<file path="config.mk">
export PLATFORM = sky130hd
export DESIGN_NAME = star_delta_starter
export DESIGN_NICKNAME = d
export VERILOG_FILES = /design/src/rtl/lathe_ctrl_pkg.sv /design/src/rtl/ton_timer.sv /design/src/rtl/star_delta_starter.sv
export SDC_FILE = /design/constraint.sdc
export NUM_CORES = 1
export LEC_CHECK = 0
export BUFFER_PORTS_ARGS = -buffer_cell sky130_fd_sc_hd__buf_2
export CAP_MARGIN = 10
export CORE_ASPECT_RATIO = 0.8
export CORE_MARGIN = 1.5
export CORE_UTILIZATION = 50
export DETAILED_ROUTE_END_ITERATION = 16
export PLACE_DENSITY = 0.79
export SLEW_MARGIN = 20
export SYNTH_ARGS = -nofsm -noshare
export SYNTH_HDL_FRONTEND = slang
export SYNTH_SLANG_ARGS = --single-unit
</file>
<file path="constraint.sdc">
create_clock -name clk -period 5.7 [get_ports clk]
set_input_delay 0.285 -clock clk [delete_from_list [all_inputs] [get_ports clk]]
set_output_delay 0.285 -clock clk [all_outputs]
set_load 0.005 [all_outputs]
</file>
<file path="src/rtl/lathe_ctrl_pkg.sv">
// Shared state encoding, fault codes and coil decode for the
// spindle star-delta starter.
package lathe_ctrl_pkg;

    typedef enum logic [2:0] {
        S_IDLE  = 3'd0,
        S_STAR  = 3'd1,
        S_DEAD  = 3'd2,
        S_RUN   = 3'd3,
        S_STOP  = 3'd4,
        S_FAULT = 3'd5
    } state_e;

    localparam logic [1:0] FC_NONE      = 2'b00;
    localparam logic [1:0] FC_TIMEOUT   = 2'b01;
    localparam logic [1:0] FC_INTERLOCK = 2'b10;

    typedef struct packed {
        logic main;
        logic star;
        logic delta;
    } coils_t;

    function automatic coils_t coils_of(input state_e s);
        coils_t c;
        c = '0;
        unique case (s)
            S_STAR:  c = '{main: 1'b1, star: 1'b1, delta: 1'b0};
            S_DEAD:  c = '{main: 1'b1, star: 1'b0, delta: 1'b0};
            S_RUN:   c = '{main: 1'b1, star: 1'b0, delta: 1'b1};
            default: c = '0;
        endcase
        return c;
    endfunction

endpackage

</file>
<file path="src/rtl/ton_timer.sv">
// Clear/enable up-counter; done flags the preset-1 count and
// the count holds there until cleared.
module ton_timer #(
    parameter int W = 8
) (
    input  logic         clk_i,
    input  logic         rst_i,
    input  logic         ena_i,
    input  logic         clr_i,
    input  logic         inc_i,
    input  logic [W-1:0] preset_i,
    output logic         done_o
);

    logic [W-1:0] cnt_q, cnt_d;

    assign done_o = (cnt_q == preset_i - W'(1));

    always_comb begin
        cnt_d = cnt_q;
        if (clr_i) begin
            cnt_d = '0;
        end else if (inc_i && !done_o) begin
            cnt_d = cnt_q + W'(1);
        end
    end

    always_ff @(posedge clk_i or posedge rst_i) begin
        if (rst_i) begin
            cnt_q <= '0;
        end else if (ena_i) begin
            cnt_q <= cnt_d;
        end
    end

endmodule

</file>
<file path="src/rtl/star_delta_starter.sv">
// Star-delta contactor sequencer for the lathe spindle motor.
// Define CONTACTOR_FB_EN to supervise aux feedback and latch faults.
module star_delta_starter
    import lathe_ctrl_pkg::*;
#(
    parameter int STAR_TIME  = 150_000_000,
    parameter int DEAD_TIME  = 1_000_000,
    parameter int FB_TIMEOUT = 5_000_000
) (
    input  logic       clk,
    input  logic       reset,
    input  logic       ena,
    input  logic       cmd_run,
    input  logic       fault_clr,
    input  logic       fb_main,
    input  logic       fb_star,
    input  logic       fb_delta,
    output logic       k_main,
    output logic       k_star,
    output logic       k_delta,
    output logic       run_ack,
    output logic       fault,
    output logic [1:0] fault_code,
    output logic [2:0] state_o
);

    localparam int T_SD  = (STAR_TIME > DEAD_TIME) ? STAR_TIME : DEAD_TIME;
    localparam int T_MAX = (T_SD > FB_TIMEOUT) ? T_SD : FB_TIMEOUT;
    localparam int CNT_W = $clog2(T_MAX) + 1;

    state_e           state_q, state_d;
    logic             cmd_q;
    logic [1:0]       code_q, code_d;
    coils_t           coil_q, coil_d;
    logic [CNT_W-1:0] preset;
    logic             tmr_clr, tmr_done;
    logic             interlock, fb_timeout;

    assign coil_q = coils_of(state_q);
    assign coil_d = coils_of(state_d);

    always_comb begin
        preset = CNT_W'(STAR_TIME);
        if (state_q == S_DEAD || state_q == S_STOP) begin
            preset = CNT_W'(DEAD_TIME);
        end
    end

    assign tmr_clr = (state_d != state_q);

    ton_timer #(.W(CNT_W)) u_state_tmr (
        .clk_i    (clk),
        .rst_i    (reset),
        .ena_i    (ena),
        .clr_i    (tmr_clr),
        .inc_i    (1'b1),
        .preset_i (preset),
        .done_o   (tmr_done)
    );

`ifdef CONTACTOR_FB_EN
    logic mism, mis_clr, mis_done, in_fault;

    assign in_fault  = (state_q == S_FAULT);
    assign mism      = (fb_main  != coil_q.main)
                     | (fb_star  != coil_q.star)
                     | (fb_delta != coil_q.delta);
    assign mis_clr   = !mism || (coil_d != coil_q) || in_fault;
    assign interlock = fb_star && fb_delta;
    assign fb_timeout = mism && mis_done;

    ton_timer #(.W(CNT_W)) u_mis_tmr (
        .clk_i    (clk),
        .rst_i    (reset),
        .ena_i    (ena),
        .clr_i    (mis_clr),
        .inc_i    (1'b1),
        .preset_i (CNT_W'(FB_TIMEOUT)),
        .done_o   (mis_done)
    );
`else
    logic unused_fb;
    assign unused_fb  = ^{fb_main, fb_star, fb_delta};
    assign interlock  = 1'b0;
    assign fb_timeout = 1'b0;
`endif

    // Supervision outranks sequencing; FAULT itself is never re-checked.
    always_comb begin
        state_d = state_q;
        code_d  = code_q;
        if (state_q != S_FAULT && interlock) begin
            state_d = S_FAULT;
            code_d  = FC_INTERLOCK;
        end else if (state_q != S_FAULT && fb_timeout) begin
            state_d = S_FAULT;
            code_d  = FC_TIMEOUT;
        end else begin
            unique case (state_q)
                S_IDLE: if (cmd_q) state_d = S_STAR;
                S_STAR: begin
                    if (!cmd_q)        state_d = S_STOP;
                    else if (tmr_done) state_d = S_DEAD;
                end
                S_DEAD: begin
                    if (!cmd_q)        state_d = S_STOP;
                    else if (tmr_done) state_d = S_RUN;
                end
                S_RUN:  if (!cmd_q)    state_d = S_STOP;
                S_STOP: if (tmr_done)  state_d = S_IDLE;
                S_FAULT: begin
                    if (fault_clr && !cmd_q) begin
                        state_d = S_IDLE;
                        code_d  = FC_NONE;
                    end
                end
                default: state_d = S_IDLE;
            endcase
        end
    end

    always_ff @(posedge clk or posedge reset) begin
        if (reset) begin
            state_q <= S_IDLE;
            cmd_q   <= 1'b0;
            code_q  <= FC_NONE;
        end else if (ena) begin
            state_q <= state_d;
            cmd_q   <= cmd_run;
            code_q  <= code_d;
        end
    end

    assign k_main     = coil_q.main;
    assign k_star     = coil_q.star;
    assign k_delta    = coil_q.delta;
    assign run_ack    = (state_q == S_RUN);
    assign fault      = (state_q == S_FAULT);
    assign fault_code = code_q;
    assign state_o    = state_q;

endmodule

</file>
==> results.cfg <==
[timing]
rsz0062_at_grt = false
max_freq_ghz = 0.3685
setup_violations = 0
worst_pin_slew_ns = 0.8836
min_period_ns = 2.713
drv_slew = 0
tns_ns = 0
hold_viol = 0
maxSlewHeadroom_pct = 41.03
setup_ws_ns = 2.987
skew_ns = 0.003089
finalCritPeriodShare_pct = 47.60
worst_hold_slack_ns = 0.07882

[placement]
gp_congestion = 0.7985
place_ws_ns = 2.986
port_buffers = 12
hpwl_microns = 3037

[cts]
htree_levels = 2
numCtsBuffers = 5
path_clk_slew_ns = 0.07
cts_resized = 0
cts_setup_buffers = 0
clk_path_buf_depth = 2
cts_tree = done
cts_root_buf = clkbuf_8
ctsHoldBuffers = 0
clock_latency_ns = 0.28
clock_sinks = 33

[synthesis]
synth_area_leaders = dfrtp_1, nor2_1, xor2_1
syn_inst = 229
synth_warnings = 0
yosysMostFrequentCell = dfrtp_1
synth_ff_type = dfrtp_1
async_flop_share_pct = 100.0
synth_top_area_share_pct = 39.45
yosys_register_bits = 33
ys_types = 49
synth_commonest_cells = dfrtp_1, nor2_1, nand3_1
synth-edff-count = 0
synth.cell_area_sq_um = 2093
synth_largest_area_cell = dfrtp_1
synth_area_per_cell_sq_um = 9.141
ys_seq_area_share_pct = 39.45

[grt]
grt_pass1_wl_microns = 7162
grtUsageTotal_pct = 20.75
gr-usage-met2_pct = 28.95
grt_overflow = 0
grt.met3_usage_pct = 4.485
grt_pass1_vias = 1506
use_met1_pct = 31.95
antenna_found_initial = 0
grt_max_degree = 34
busiest_layer = met1

[detailed_routing]
drc = 0
vias_per_cell = 5.827
first_iter_violations = 149
postRouteAntennaNets = 0
num_vias = 1713
firstDrtPassIters = 4
wl_per_cell_microns = 14.85
routed_wl_microns = 4366

[floorplanning]
die_h_microns = 60.87
die_w_microns = 75.34
core_area_sq_um = 3904
io_pins = 18
rows = 20
start_util_pct = 53.62
die_area_sq_um = 4586

[min_path]
hold_class = input pin to asynchronous set/reset pin

[worst_setup_path]
slowest_delay_ns = 0.67
critPathBufInv = 0
cp.required_ns = 5.90
path_cells = nor4b_4 -> nand3_1 -> or3_4 -> o31ai_4 -> nor2_2 -> nor3_1
endpoint_kind = flop
critPathKind = flop to flop
crit_slowest_cell = o31ai_4
cp_max_fo = 22
crit_arrival_ns = 2.91
crit_family = simple AND/OR/NAND/NOR gates
worstSetupStartpointType = flop

[power]
ir_drop_uv = 155.4
p_leak_nw = 0.9797
p_per_area_nw_per_um2 = 305.0
report.power.total_mw = 0.6820

[finish]
final_nets = 247
final_util_pct = 57.28
area.growth.synth_to_final_pct = 6.814
num-fill-cells = 374
drive_gt1_share_pct = 15.06
n_antenna_cell = 0

[job]
cap_violations = 0

[status]
outcome = completed
per-stage QoR:
stage / instances / area, sq um
after floorplan: 230 / 2097
after global placement: 286 / 2135
after detailed placement: 286 / 2135
after CTS: 294 / 2236
after global routing: 294 / 2236
final: 294 / 2236
flip-flops by register name (all words and copies together) (netlist names):
| name | cells |
|---|---|
| cmd_q | 1 |
| state_o | 3 |
| u_state_tmr.cnt_q | 29 |
layer usage:
layer  vias to the layer above  share of wire [%]
met5                         -                  0
met4                         0                1.3
met3                         6                5.3
met2                        53                 45
met1                       822                 48
li1                        832                  -
cells in the final DEF (no fill, tap or decap), types with 2 or more instances in the layout:
| cell | instances |
|---|---|
| dfrtp_1 | 33 |
| nor2_1 | 32 |
| nand3_1 | 15 |
| nand2_1 | 13 |
| buf_2 | 12 |
| nand4_1 | 11 |
| xor2_1 | 11 |
| a21oi_1 | 10 |
| xnor2_1 | 9 |
| and3_1 | 8 |
| clkbuf_8 | 7 |
| nor4_1 | 6 |
| nor3_1 | 6 |
| inv_1 | 6 |
| and4_1 | 5 |
| nor2b_1 | 4 |
| o22ai_1 | 4 |
| nand2b_1 | 3 |
| mux2i_1 | 3 |
| o31ai_1 | 3 |
| o21ai_0 | 3 |
| nor2_2 | 3 |
| or3_1 | 2 |
| and2_1 | 2 |
| a31oi_1 | 2 |
| mux2_2 | 2 |
| conb_1 | 2 |
cell families (layout without fill, tap and decap cells):
kind of cell	count (synthesis)	in the layout	synth area share (%)
adder cells (fa/ha/maj)	1	1	0.5976
multiplexers	6	6	3.228
AND/OR/NAND/NOR	118	118	31.14
buffers and inverters	19	28	5.977
XOR/XNOR	21	21	9.146
other	1	2	0.1791
AO/OA/AOI/OAI	30	30	10.28
flip-flops	33	33	39.45
cell type report:
type	count	area (sq um)	area share (%)
clock buffers	7	96.34	4.309
clock inverters	1	5.005	0.2238
multi-input cells	178	1146	51.26
repair buffers	13	67.56	3.022
well taps	55	68.82	3.078
inverters	7	26.28	1.175
flip-flops and latches	33	825.8	36.93
final timing paths:
path / from / endpoint / slack (ns) / depth (start not counted)
min in group clk: cmd_run / cmd_q / 0.23 / 2
setup reg to reg: u_state_tmr.cnt_q[13] / u_state_tmr.cnt_q[22] / 2.99 / 6
max in group asynchronous: reset / u_state_tmr.cnt_q[20] / 5.32 / 3
hold reg to reg: u_state_tmr.cnt_q[4] / u_state_tmr.cnt_q[4] / 0.54 / 2
setup / recovery: u_state_tmr.cnt_q[13] / u_state_tmr.cnt_q[22] / 2.99 / 6
hold / removal: reset / cmd_q / 0.08 / 3
worst register-to-register path, cell delays in order, from the launching register on:
cell and delay, ns:
dfrtp_1 0.53, nor4b_4 0.32, nand3_1 0.11, or3_4 0.36, o31ai_4 0.67, nor2_2 0.36
nor3_1 0.27
power by group:
| part | switching [mW] | leakage, nW | internal (mW) | total, mW |
|---|---|---|---|---|
| logic | 0.108 | 0.478 | 0.0724 | 0.180 |
| clock network | 0.0846 | 0.0542 | 0.109 | 0.194 |
| registers | 0.0468 | 0.447 | 0.261 | 0.308 |
| total | 0.239 | 0.980 | 0.443 | 0.682 |
(Power assumes the default switching activity.)
